===== config.mk =====
export PLATFORM = sky130hd
export DESIGN_NAME = membus_arb
export DESIGN_NICKNAME = d
export VERILOG_FILES = /design/src/rtl/membus_pkg.sv /design/src/rtl/membus_lane.sv /design/src/rtl/membus_arb.sv
export SDC_FILE = /design/constraint.sdc
export NUM_CORES = 1
export LEC_CHECK = 0
export ABC_AREA = 1
export CAP_MARGIN = 20
export CORE_ASPECT_RATIO = 0.7
export CORE_MARGIN = 3
export CORE_UTILIZATION = 40
export CTS_CLUSTER_SIZE = 28
export DETAILED_ROUTE_END_ITERATION = 8
export GPL_ROUTABILITY_DRIVEN = 0
export GPL_TIMING_DRIVEN = 0
export PLACE_DENSITY = 0.88
export SETUP_SLACK_MARGIN = 0.2
export SYNTH_ARGS = -nofsm -noshare
export SYNTH_HDL_FRONTEND = slang
export SYNTH_SLANG_ARGS = --single-unit

===== constraint.sdc =====
create_clock -name CLOCK -period 3.8 [get_ports CLOCK]
set_input_delay 0.57 -clock CLOCK [delete_from_list [all_inputs] [get_ports CLOCK]]
set_output_delay 0.57 -clock CLOCK [all_outputs]
set_load 0.05 [all_outputs]

===== src/rtl/membus_pkg.sv =====
// membus_pkg: shared types and constants for the memory-bus arbiter.
//   state_e : sequencer states (idle, core data cycle, DMA data cycle)
//   req_e   : requester identity remembered for round-robin tie breaking
//   BE_*    : RAM byte-enable patterns
package membus_pkg;

    typedef enum logic [1:0] {
        ST_IDLE  = 2'd0,
        ST_CPU_D = 2'd1,
        ST_DMA_D = 2'd2
    } state_e;

    typedef enum logic {
        REQ_CPU = 1'b0,
        REQ_DMA = 1'b1
    } req_e;

    localparam logic [1:0] BE_WORD = 2'b11;
    localparam logic [1:0] BE_LO   = 2'b01;
    localparam logic [1:0] BE_HI   = 2'b10;

endpackage


===== src/rtl/membus_lane.sv =====
// membus_lane: combinational byte-lane steering for one requester.
//   word_i   : 1 = word access, 0 = byte access
//   addr0_i  : byte address bit 0 (selects the lane of a byte access)
//   wdata_i  : requester write data (byte writes use [7:0])
//   rdata_i  : raw RAM read data
//   be_o     : RAM byte enables
//   wdata_o  : RAM write data, byte replicated to both lanes for byte writes
//   rdata_o  : read data to the requester, byte reads zero-extended
module membus_lane
    import membus_pkg::*;
(
    input  logic        word_i,
    input  logic        addr0_i,
    input  logic [15:0] wdata_i,
    input  logic [15:0] rdata_i,
    output logic [1:0]  be_o,
    output logic [15:0] wdata_o,
    output logic [15:0] rdata_o
);

    always_comb begin
        if (word_i) begin
            be_o    = BE_WORD;
            wdata_o = wdata_i;
            rdata_o = rdata_i;
        end else begin
            be_o    = addr0_i ? BE_HI : BE_LO;
            wdata_o = {wdata_i[7:0], wdata_i[7:0]};
            rdata_o = {8'h00, (addr0_i ? rdata_i[15:8] : rdata_i[7:0])};
        end
    end

endmodule


===== src/rtl/membus_arb.sv =====
// membus_arb: shares one synchronous 16-bit RAM between the core and a DMA
// requester. Converts the core's address/data two-cycle bus into RAM strobes,
// steers byte lanes, and stalls the core via CPU_CLKEN while DMA owns the RAM.
//   CLOCK, RESET           : clock, synchronous active-low reset
//   CPU_MREAD/MWRITE/MWORD : core request (address cycle) and access size
//   CPU_MD / CPU_MQ        : core address+write data in / read data out
//   CPU_CLKEN              : core clock enable (low = core stalled)
//   DMA_*                  : DMA request, grant/done pulses, data
//   MEM_*                  : RAM word address, strobes, byte enables, data
module membus_arb
    import membus_pkg::*;
(
    input  logic        CLOCK,
    input  logic        RESET,
    input  logic        CPU_MREAD,
    input  logic        CPU_MWRITE,
    input  logic        CPU_MWORD,
    input  logic [15:0] CPU_MD,
    output logic [15:0] CPU_MQ,
    output logic        CPU_CLKEN,
    input  logic        DMA_REQ,
    input  logic        DMA_WRITE,
    input  logic        DMA_WORD,
    input  logic [15:0] DMA_ADDR,
    input  logic [15:0] DMA_WDATA,
    output logic        DMA_GNT,
    output logic        DMA_DONE,
    output logic [15:0] DMA_RDATA,
    output logic [14:0] MEM_ADDR,
    output logic        MEM_RE,
    output logic        MEM_WE,
    output logic [1:0]  MEM_BE,
    output logic [15:0] MEM_WDATA,
    input  logic [15:0] MEM_RDATA
);

    state_e      state_q, state_d;
    req_e        last_q, last_d;
    logic [15:0] addr_q, addr_d;
    logic        word_q, word_d;
    logic        write_q, write_d;

    logic        cpu_req, cpu_win, dma_win, in_idle, in_cpu_d;
    logic        core_word, core_a0;
    logic [1:0]  core_be, dma_be;
    logic [15:0] core_wdata, core_rdata, dma_wdata, dma_rdata;

    assign cpu_req  = CPU_MREAD | CPU_MWRITE;
    assign in_idle  = (state_q == ST_IDLE);
    assign in_cpu_d = (state_q == ST_CPU_D);

    // Round-robin: on a tie the requester not served last wins.
    assign cpu_win = in_idle & cpu_req & (~DMA_REQ | (last_q == REQ_DMA));
    assign dma_win = in_idle & DMA_REQ & (~cpu_req | (last_q == REQ_CPU));

    // In the data cycle CPU_MD carries write data, so size and lane come
    // from the address latched in the address cycle.
    assign core_word = in_cpu_d ? word_q  : CPU_MWORD;
    assign core_a0   = in_cpu_d ? addr_q[0] : CPU_MD[0];

    membus_lane u_lane_cpu (
        .word_i  (core_word),
        .addr0_i (core_a0),
        .wdata_i (CPU_MD),
        .rdata_i (MEM_RDATA),
        .be_o    (core_be),
        .wdata_o (core_wdata),
        .rdata_o (core_rdata)
    );

    membus_lane u_lane_dma (
        .word_i  (DMA_WORD),
        .addr0_i (DMA_ADDR[0]),
        .wdata_i (DMA_WDATA),
        .rdata_i (MEM_RDATA),
        .be_o    (dma_be),
        .wdata_o (dma_wdata),
        .rdata_o (dma_rdata)
    );

    always_ff @(posedge CLOCK) begin
        if (!RESET) begin
            state_q <= ST_IDLE;
            last_q  <= REQ_DMA;
        end else begin
            state_q <= state_d;
            last_q  <= last_d;
        end
    end

    // Core request attributes are data only; they are consumed solely in
    // ST_CPU_D, which is always entered from a cycle that loads them.
    always_ff @(posedge CLOCK) begin
        addr_q  <= addr_d;
        word_q  <= word_d;
        write_q <= write_d;
    end

    always_comb begin
        state_d   = state_q;
        last_d    = last_q;
        addr_d    = addr_q;
        word_d    = word_q;
        write_d   = write_q;
        CPU_MQ    = 16'h0000;
        CPU_CLKEN = 1'b1;
        DMA_GNT   = 1'b0;
        DMA_DONE  = 1'b0;
        DMA_RDATA = 16'h0000;
        MEM_ADDR  = 15'h0000;
        MEM_RE    = 1'b0;
        MEM_WE    = 1'b0;
        MEM_BE    = 2'b00;
        MEM_WDATA = 16'h0000;

        case (state_q)
            ST_IDLE: begin
                if (cpu_win) begin
                    addr_d  = CPU_MD;
                    word_d  = CPU_MWORD;
                    write_d = CPU_MWRITE;
                    if (CPU_MREAD) begin
                        MEM_RE   = 1'b1;
                        MEM_ADDR = CPU_MD[15:1];
                        MEM_BE   = core_be;
                    end
                    state_d = ST_CPU_D;
                    last_d  = REQ_CPU;
                end else if (dma_win) begin
                    DMA_GNT   = 1'b1;
                    CPU_CLKEN = ~cpu_req;
                    if (!DMA_WRITE) begin
                        MEM_RE   = 1'b1;
                        MEM_ADDR = DMA_ADDR[15:1];
                        MEM_BE   = dma_be;
                    end
                    state_d = ST_DMA_D;
                    last_d  = REQ_DMA;
                end
            end
            ST_CPU_D: begin
                if (write_q) begin
                    MEM_WE    = 1'b1;
                    MEM_ADDR  = addr_q[15:1];
                    MEM_BE    = core_be;
                    MEM_WDATA = core_wdata;
                end else begin
                    CPU_MQ = core_rdata;
                end
                state_d = ST_IDLE;
            end
            ST_DMA_D: begin
                if (DMA_WRITE) begin
                    MEM_WE    = 1'b1;
                    MEM_ADDR  = DMA_ADDR[15:1];
                    MEM_BE    = dma_be;
                    MEM_WDATA = dma_wdata;
                end else begin
                    DMA_RDATA = dma_rdata;
                end
                DMA_DONE  = 1'b1;
                CPU_CLKEN = ~cpu_req;
                state_d   = ST_IDLE;
            end
            default: begin
                state_d = ST_IDLE;
            end
        endcase
    end

endmodule

-- Word-level counts from Yosys, hierarchy flattened
Cells that the tools add are included.
W data, S select, Z words.
- bits in registers: 21
- bits of input ports: 72
- output and inout port bits: 70
- eq/ne operators: 2
- muxes and demuxes: 52
- bitwise gates (word level): 12
- reduce and logical (&&, ||, !) cells: 6
- operators by type and width (kind ; number):
    $mux W16 ; 10
    $mux W15 ; 6
    $pmux W15 S3 ; 1
    $pmux W16 S2 ; 1
    $mux W2 ; 10
    $mux W1 ; 19
    $mux W8 ; 2
    $pmux W2 S3 ; 1
    $reduce_and A2 Y1 ; 3
    $not A1 Y1 ; 5
    $and A1 B1 Y1 ; 4
    $pmux W1 S2 ; 2
    $or A1 B1 Y1 ; 3
    $reduce_or A3 Y1 ; 1
    $eq A2 B1 Y1 const B ; 1
    $eq A2 B2 Y1 const B ; 1
    $logic_not A2 Y1 ; 1
    $reduce_bool A2 Y1 ; 1

-- Logic depth before layout (Yosys ltp)
Gate-level depths: netlist of run 1.
- depth in word-level cells: 7
- gate-level depth with buffers: 10
- gate-level depth less buffers: 10

-- By module
Synthesis of run 1 repeated with hierarchy kept, for this count alone.
- cells, all modules: 449
- area total of the unflattened synthesis: 2710.1 µm²
- modules (own cells, without submodules) (module ; times used ; cells each ; area each (µm²)):
    membus_arb ; 1 ; 291 ; 1919.3
    membus_lane ; 2 ; 79 ; 395.4

-- Worst setup path before layout of run 1
OpenSTA, ideal clock, no wires.
- kind: reg-to-output
- start: reg state_q[0]
- end: out DMA_RDATA[0]
- arrival time: 2.440 ns
- setup slack: 0.790 ns
- cell stages (with the launch flop): 5
- cell sequence: dfxtp_1 inv_1 ha_1 nand2_1 a211oi_1
- cells in the longest elaborated chain, start to end: 2
- RTL lines (element ; line ; text):
    start: declaration ; membus_arb.sv:37 ; state_e state_q, state_d;
    start signal: assignment ; membus_arb.sv:86 ; state_q <= state_d;
    $eq A2 B2 Y1 ; membus_arb.sv:116 ; case (state_q)
    $mux W16 ; membus_arb.sv:116 ;
    end: declaration ; membus_arb.sv:28 ; output logic [15:0] DMA_RDATA,
No other way between the ends.

-- Final worst setup path of run 1
- start: in CPU_MD[0]
- end: out CPU_MQ[7]
- cells in the longest elaborated chain, start to end: 5
- RTL lines (element ; line ; text):
    start: declaration ; membus_arb.sv:18 ; input logic [15:0] CPU_MD,
    $mux W1 ; membus_arb.sv:59 ; assign core_a0 = in_cpu_d ? addr_q[0] : CPU_MD[0];
    $mux W8 ; membus_lane.sv:29 ; rdata_o = {8'h00, (addr0_i ? rdata_i[15:8] : rdata_i[7:0])};
    $mux W16 ; membus_lane.sv:22 ; if (word_i) begin
    $mux W16 ; membus_arb.sv:142 ; if (write_q) begin
    $mux W16 ; membus_arb.sv:116 ;
    end: declaration ; membus_arb.sv:19 ; output logic [15:0] CPU_MQ,
No other way between the ends.

==> impl_results.md, run 1 <==
* Post-layout min period at 3.48 ns
* Slew HR at 0.449
* Core area at 4990 um2
* Status: complete, no violations
* Clock Latency Late Sink at 0.27 ns
* Crit-path max FO at 10
* Clock slew at reported path FFs at 0.09 ns
* Final period util at 0.917
* Worst IR Drop VDD at roughly 0.14 mV
* Post-route insts no fill at between 500 and 600
* Final core utilization at 0.742
* PD cells at 380 nW/um2
* Reg-to-reg endpoint: word_q
* Area after DPL at 3660 um2
* Routed len/inst at 15.6 um
* Fmax at 0.287 GHz
* Worst Path Arrival at 2.91 ns
* CTS tree: built
* Leak at about 1.6 nW
* Placed cells at 571
* First-pass GRT wire length at 13700 um
* DR vias at 2992
* Port bufs at 141
* Final antenna-violating net count at 0
* Post_cts resized at 0
* Die ar. at 6340 um2
* CP cell instances: clkdlybuf4s50_1, inv_1, o21ai_0, nand2_1, inv_2, nor2_1, nor2_1, clkdlybuf4s50_1
* Area growth syn-to-layout at 71.4%
* Final #Nets at ~600
* DIE HEIGHT at 67.5 um
* CP Capture Type: primary output
* Worst EP required at 3.23 ns
* Worst Max-Slew Pin Slew at 0.826 ns
* Synth Cell Area at around 2200 um2
* Worst path slowest cell: clkdlybuf4s50_1
* Final setup TNS at 0 ns
* Synth Area in Adders at 0.0289
* Post-synthesis xor/xnor area fraction at 0
* Grt ovf at 0
* Ant diodes at 0
* Top-area cell type share of the netlist area at 0.250
* Vias in the first global route at 2767
* RSZ-0062 raised after global routing: false
* Row cnt at 21
* Vias/cell at ~5.2
* Syn nets at 438
* Critical path class: in2out
* Post-synthesis mux area share at 0
* Root Driver: clkbuf_8
* Initial antenna violation count at 0
* Largest net degree at the start of global routing at 21
* Area fraction in compound gates after synthesis at 0.166
* Final setup vio count at 0
* FF-to-FF Start: state_q[1]
* DPL Wire Length at 7230 um
* Slowest cell delay on critical path at 0.82 ns
* Largest family of logic cells by synthesized area: simple AND/OR/NAND/NOR gates
* Synth Area in Simple Gates at 0.394
* Clk sink count at 21
* Critical Path Start Type: input port
* Die Wd at 93.9 um
* Synth cell types at 24
* Final Cell Area at 3710 um2
* Register area share after synthesis at 0.278
* Area contributors post-synth: edfxtp_1 (25%), nand2_1 (20%), nor2_1 (9.9%)
* Worst hold path cell count at 2
* Yosys top cell by area: edfxtp_1
* Post-Synthesis Cells at between 300 and 400
* Detailed router's first-iteration violation count at 272
* H-tree levels at 1
* Final wirelength at 8990 um
* Clock skew at 0.00823 ns
* Worst hold start: state_q[0]
* Hold-fix buffers, CTS at 0
* CTS max path bufs at 2
* YS warnings at 0
* Max-capacitance violation count at 0
* Drc violations at 0
* Yosys reg bits at 21
* Power Total at 1.41 mW
* Inserted Clock Buffers at 3
* Pre-Repair DR Iteration Count at 5
* Max-slew violations at 0
* Hold EP: state_q[0]
* Total GRT Usage at 0.275
* Share of cells above drive strength 1 at 0.0494
* Postcts setup bufs at 0
* Final Hold Fails at 0
* Starting Density at 0.433
* R2r setup slk at roughly 1.8 ns
* Synthesized area per cell at 5.99 um2
* Min-delay worst type: reg2reg
* IO Pins at about 140
* Worst R2R Path Depth at 6
## registers in the layout (all words and copies together) (netlist names)
| signal | cells |
|---|---|
| last_q | 1 |
| word_q | 1 |
| state_q | 2 |
| addr_q | 16 |
| write_q | 1 |
## critical path, delay by kind of cell
family,cells,cell delay [ns]
compound gates,1,0.22
simple gates,3,0.48
buf+inv,4,1.63
## metrics by stage
step           setup WS [ns]  hold WS [ns]
3_5_place_dp           0.375         0.528
3_3_place_gp           0.397         0.518
5_1_grt                0.229         0.566
4_1_cts                0.368         0.537
6_report               0.316         0.542
2_1_floorplan          0.790         0.487
## layout make-up
cell class                 count  area, um2
timing repair buffer         141       1410
tap                           69       86.3
inverter                      55        206
fill                         433       1290
sequential                    21        601
clock inverter                 1       5.00
clock buffer                   3       41.3
multi-input combinational    272       1270
buffer                        13       82.6
## how the worst max path moves through the flow
stage,start,to,slack (ns),depth (start not counted)
global placement,CPU_MD[0],CPU_MQ[1],0.40,8
finish,CPU_MD[0],CPU_MQ[7],0.32,8
floorplan,state_q[0],DMA_RDATA[0],0.79,4
global route,CPU_MD[0],CPU_MQ[7],0.23,8
CTS,CPU_MD[0],CPU_MQ[1],0.37,8
detailed placement,CPU_MD[0],CPU_MQ[1],0.38,8
## cells by family after synthesis
| group | after synthesis |
|---|---|
| flops | 21 |
| simple gates | 203 |
| buf+inv | 68 |
| compound gates | 64 |
| fa+ha+maj | 5 |
## synthesized netlist by cell type, drive strengths merged
library cell  instances
a211oi                9
a21oi                30
buf                  11
clkbuf                2
clkinv                2
dfxtp                 3
edfxtp               18
ha                    5
inv                  53
nand2               118
nand3                 5
nand3b                6
nand4                15
nor2                 59
o211ai                2
o21ai                23
## where the power goes
group	switching [mW]	internal, mW
clock	0.0832	0.0734
sequential	0.0177	0.304
combinational	0.622	0.307
total	0.722	0.685
## layout by cell type, fill, tap and decap left out, types with 9 or more instances in the layout
cell type | Yosys | layout
nor2_1 | 57 | 57
clkdlybuf4s50_1 | 0 | 141
a21oi_1 | 30 | 30
nand2_1 | 115 | 115
o21ai_0 | 22 | 22
edfxtp_1 | 18 | 18
inv_1 | 50 | 50
a211oi_1 | 9 | 9
nand4_1 | 15 | 15
## metal layers
metal,up-vias,global-route usage,share of wire
met2,168,0.433,0.45
met1,1368,0.381,0.43
met3,10,0.0802,0.11
met5,-,0,0
li1,1446,-,-
met4,0,0.0450,0.0070
Note: power is estimated with default switching activity, not from simulation.
==> run 2, diff against run 1 <==
ABC_AREA = not set   (was 1)
CORE_UTILIZATION = 39   (was 40)
PLACE_DENSITY = 0.87   (was 0.88)
==> impl_results.md, run 2 <==
* Syn nets at 336 (-23%)
* Leak at 1.51 nW (-5.0%)
* Clock skew at 0.00755 ns (-0.000677 ns)
* # fillers at 390 (-9.9%)
* Final period util at 0.942 (+0.0256)
* Die ar. at 6350 um2 (+0.17%)
* RSZ-0062 raised after global routing: false
* Area growth syn-to-layout at 73.8%
* Biggest regs: addr_q: 16 flops, state_q: 2 flops
* Die Wd at 94.0 um (about the same)
* Top library cells by usage in the layout, fill and taps aside: clkdlybuf4s50_1 (132), nand3_1 (38), a22oi_1 (22), a21oi_1 (21)
* Pre-Repair DR Iteration Count at 5 (unchanged)
* Multi-input gate area at 1350 um2 (+6.4%)
* Register Area at 601 um2 (unchanged)
* Initial antenna violation count at 0 (unchanged)
* Core area at 4990 um2 (unchanged)
* Wire length on met1 at 3980 um (+3.6%)
* Largest net degree at the start of global routing at 19 (-9.5%)
* Clock Latency Late Sink at 0.26 ns (about the same)
* Sw frac at 0.447 (-0.0668)
* Synth cell types at 37 (+54%)
* CTS max path bufs at 2 (unchanged)
* Root Driver: clkbuf_8
* Postcts setup bufs at 0 (unchanged)
* Synthesized area per cell at 8.15 um2 (+36%)
* PD cells at 299 nW/um2 (-21%)
* First-pass GRT wire length at 14000 um (+2.2%)
* Worst Max-Slew Pin Slew at 0.908 ns (+0.0820 ns)
* Fmax at 0.279 GHz (-2.7%)
* Inserted Clock Buffers at 3 (unchanged)
* Worst R2R Path Depth at 3 (-3)
* Ant diodes at 0 (unchanged)
* Port bufs at 140 (-0.71%)
* Synth Flop Type: edfxtp_1
* Slew HR at 0.395 (-0.0540)
* Vias in the first global route at 2669 (-3.5%)
* Routed len/inst at 19.8 um (+26%)
* DR vias at 2821 (-5.7%)
* Max FFs per register at 16 (unchanged)
* Status: complete, no violations
* Routed met3 length at 1030 um (+0.39%)
* H-tree levels at 1 (unchanged)
* Highest routed layer: met4
* Detailed router's first-iteration violation count at 326 (+20%)
* Post-Synthesis Cells at 259 (-28%)
* Register area share after synthesis at 0.284 (+0.00658)
* Count leader, synth: nand3_1
* YS warnings at 0 (unchanged)
* Crit-path max FO at 10 (unchanged)
* Clk sink count at 21 (unchanged)
* CP Capture Type: primary output
* Starting Density at 0.423 (-0.0100)
* IO Pins at 142 (unchanged)
* Clock slew at reported path FFs at 0.08 ns (about the same)
* Share of cells above drive strength 1 at 0.0670 (+0.0176)
* Commonest non-fill, non-tap cell in the layout: clkdlybuf4s50_1
* Synth Cell Area at 2110 um2 (-2.3%)
* Area contributors post-synth: edfxtp_1 (26%), mux2i_1 (9.0%), nand3_1 (9.0%)
* Hold EP: state_q[1]
* Critical Path Start Type: input port
* R2r setup slk at 1.76 ns (about the same)
* DR WL met2 at 4230 um (+4.1%)
* Final wirelength at 9330 um (+3.8%)
* Final Hold Fails at 0 (unchanged)
* Power Total at 1.10 mW (-22%)
* Final antenna-violating net count at 0 (unchanged)
* Sequential share of power at 0.274 (+0.045)
* Combinational share of power at 0.590 (-0.070)
* Final setup TNS at 0 ns (unchanged)
* Post-layout min period at 3.58 ns (+0.0972 ns)
* Vias/cell at 5.98 (+15%)
* Total GRT Usage at 0.284 (+0.00887)
* DIE HEIGHT at 67.6 um (about the same)
* DPL Wire Length at 7180 um (-0.68%)
* Top-area cell type share of the netlist area at 0.256 (+0.00592)
* Worst hold path cell count at 2 (unchanged)
* CTS tree: built
* Worst EP required at 3.23 ns (about the same)
* Final #Nets at 481 (-18%)
* Commonest cells post-synth: nand3_1 (38), a22oi_1 (22), a21oi_1 (21)
* Max-capacitance violation count at 0 (unchanged)
* Clk pwr share at 0.136 (+0.025)
* Post-synth EDFFs at 18 (unchanged)
* Yosys reg bits at 21 (unchanged)
* Pint at 0.608 mW (-11%)
* Async SR Flop Fraction at 0 (unchanged)
* Critical path class: in2out
* Hold-fix buffers, CTS at 0 (unchanged)
* Row cnt at 21 (unchanged)
* Max-slew violations at 0 (unchanged)
* Worst Path Arrival at 3.01 ns (+0.10 ns)
* Worst IR Drop VDD at 0.316 mV (+130%)
* Worst hold start: state_q[1]
* FF-to-FF Start: last_q
* Min-delay worst type: reg2reg
* Reg-to-reg endpoint: addr_q[0]
* Drc violations at 0 (unchanged)
* Final setup vio count at 0 (unchanged)
* Biggest register: addr_q
* Yosys top cell by area: edfxtp_1
* Grt ovf at 0 (unchanged)
* Sw Pwr at 0.491 mW (-32%)
run 2: timing repair:
action / 4_1_cts / 5_1_grt
hold endpoints to repair: 0 / 0
setup endpoints to repair: 0 / 11
resized for setup: 0 / 11
run 2: kinds of logic (layout without fill, tap and decap cells):
| family | after synthesis | after routing | share of synthesized area |
|---|---|---|---|
| AO/OA/AOI/OAI | 83 | 83 | 0.253 |
| adder cells (fa/ha/maj) | 5 | 5 | 0.0296 |
| buffers and inverters | 27 | 171 | 0.0764 |
| flip-flops | 21 | 21 | 0.284 |
| multiplexers | 21 | 21 | 0.102 |
| AND/OR/NAND/NOR | 102 | 102 | 0.254 |
run 2: layout make-up:
| type | instances | area share |
|---|---|---|
| flip-flops and latches | 21 | 0.164 |
| repair buffers | 140 | 0.387 |
| well taps | 69 | 0.0235 |
| clock inverters | 1 | 0.00136 |
| multi-input cells | 211 | 0.369 |
| inverters | 3 | 0.00307 |
| clock buffers | 3 | 0.0112 |
| plain buffers | 24 | 0.0412 |
run 2: critical path: stages:
cell and delay, ns:
clkdlybuf4s50_1 0.47, o21ai_2 0.43, buf_2 0.31, nand3_1 0.10, a31oi_1 0.27, clkdlybuf4s50_1 0.86
run 2: how the worst max path moves through the flow:
stage                                to  slack, ns        from  depth (start not counted)
after global routing          MEM_BE[0]       0.21  state_q[1]                          6
after global placement    MEM_WDATA[14]       0.24   DMA_WRITE                          7
after floorplan           MEM_WDATA[14]       0.81  state_q[0]                          7
final                       MEM_ADDR[5]       0.22  CPU_MWRITE                          6
after CTS                  MEM_WDATA[9]       0.22   DMA_WRITE                          7
after detailed placement  MEM_WDATA[13]       0.22   DMA_WRITE                          7
run 2: layer usage:
layer / up-vias / GRT usage
li1: 1280 / -
met1: 1310 / 0.406
met2: 206 / 0.441
met3: 25 / 0.0579
met4: 0 / 0.0631
met5: - / 0
run 2: metrics by stage:
stage | worst slack (ns) | instance area [um2] | hold WS (ns) | instances | util
6_report | 0.219 | 3670 | 0.589 | 472 | 0.735
2_1_floorplan | 0.815 | 2110 | 0.533 | 259 | -
3_3_place_gp | 0.237 | 3600 | 0.552 | 468 | 0.721
5_1_grt | 0.211 | 3670 | 0.632 | 472 | 0.735
3_5_place_dp | 0.221 | 3600 | 0.581 | 468 | 0.721
4_1_cts | 0.215 | 3650 | 0.593 | 472 | 0.730
run 2: power groups by stage:
stage	clock [mW]	sequential [mW]	combinational [mW]
2_1_floorplan	0	0.300	0.391
3_5_place_dp	0	0.305	0.638
4_1_cts	0.153	0.300	0.641
3_3_place_gp	0	0.303	0.631
5_1_grt	0.162	0.303	0.679
6_report	0.149	0.301	0.649
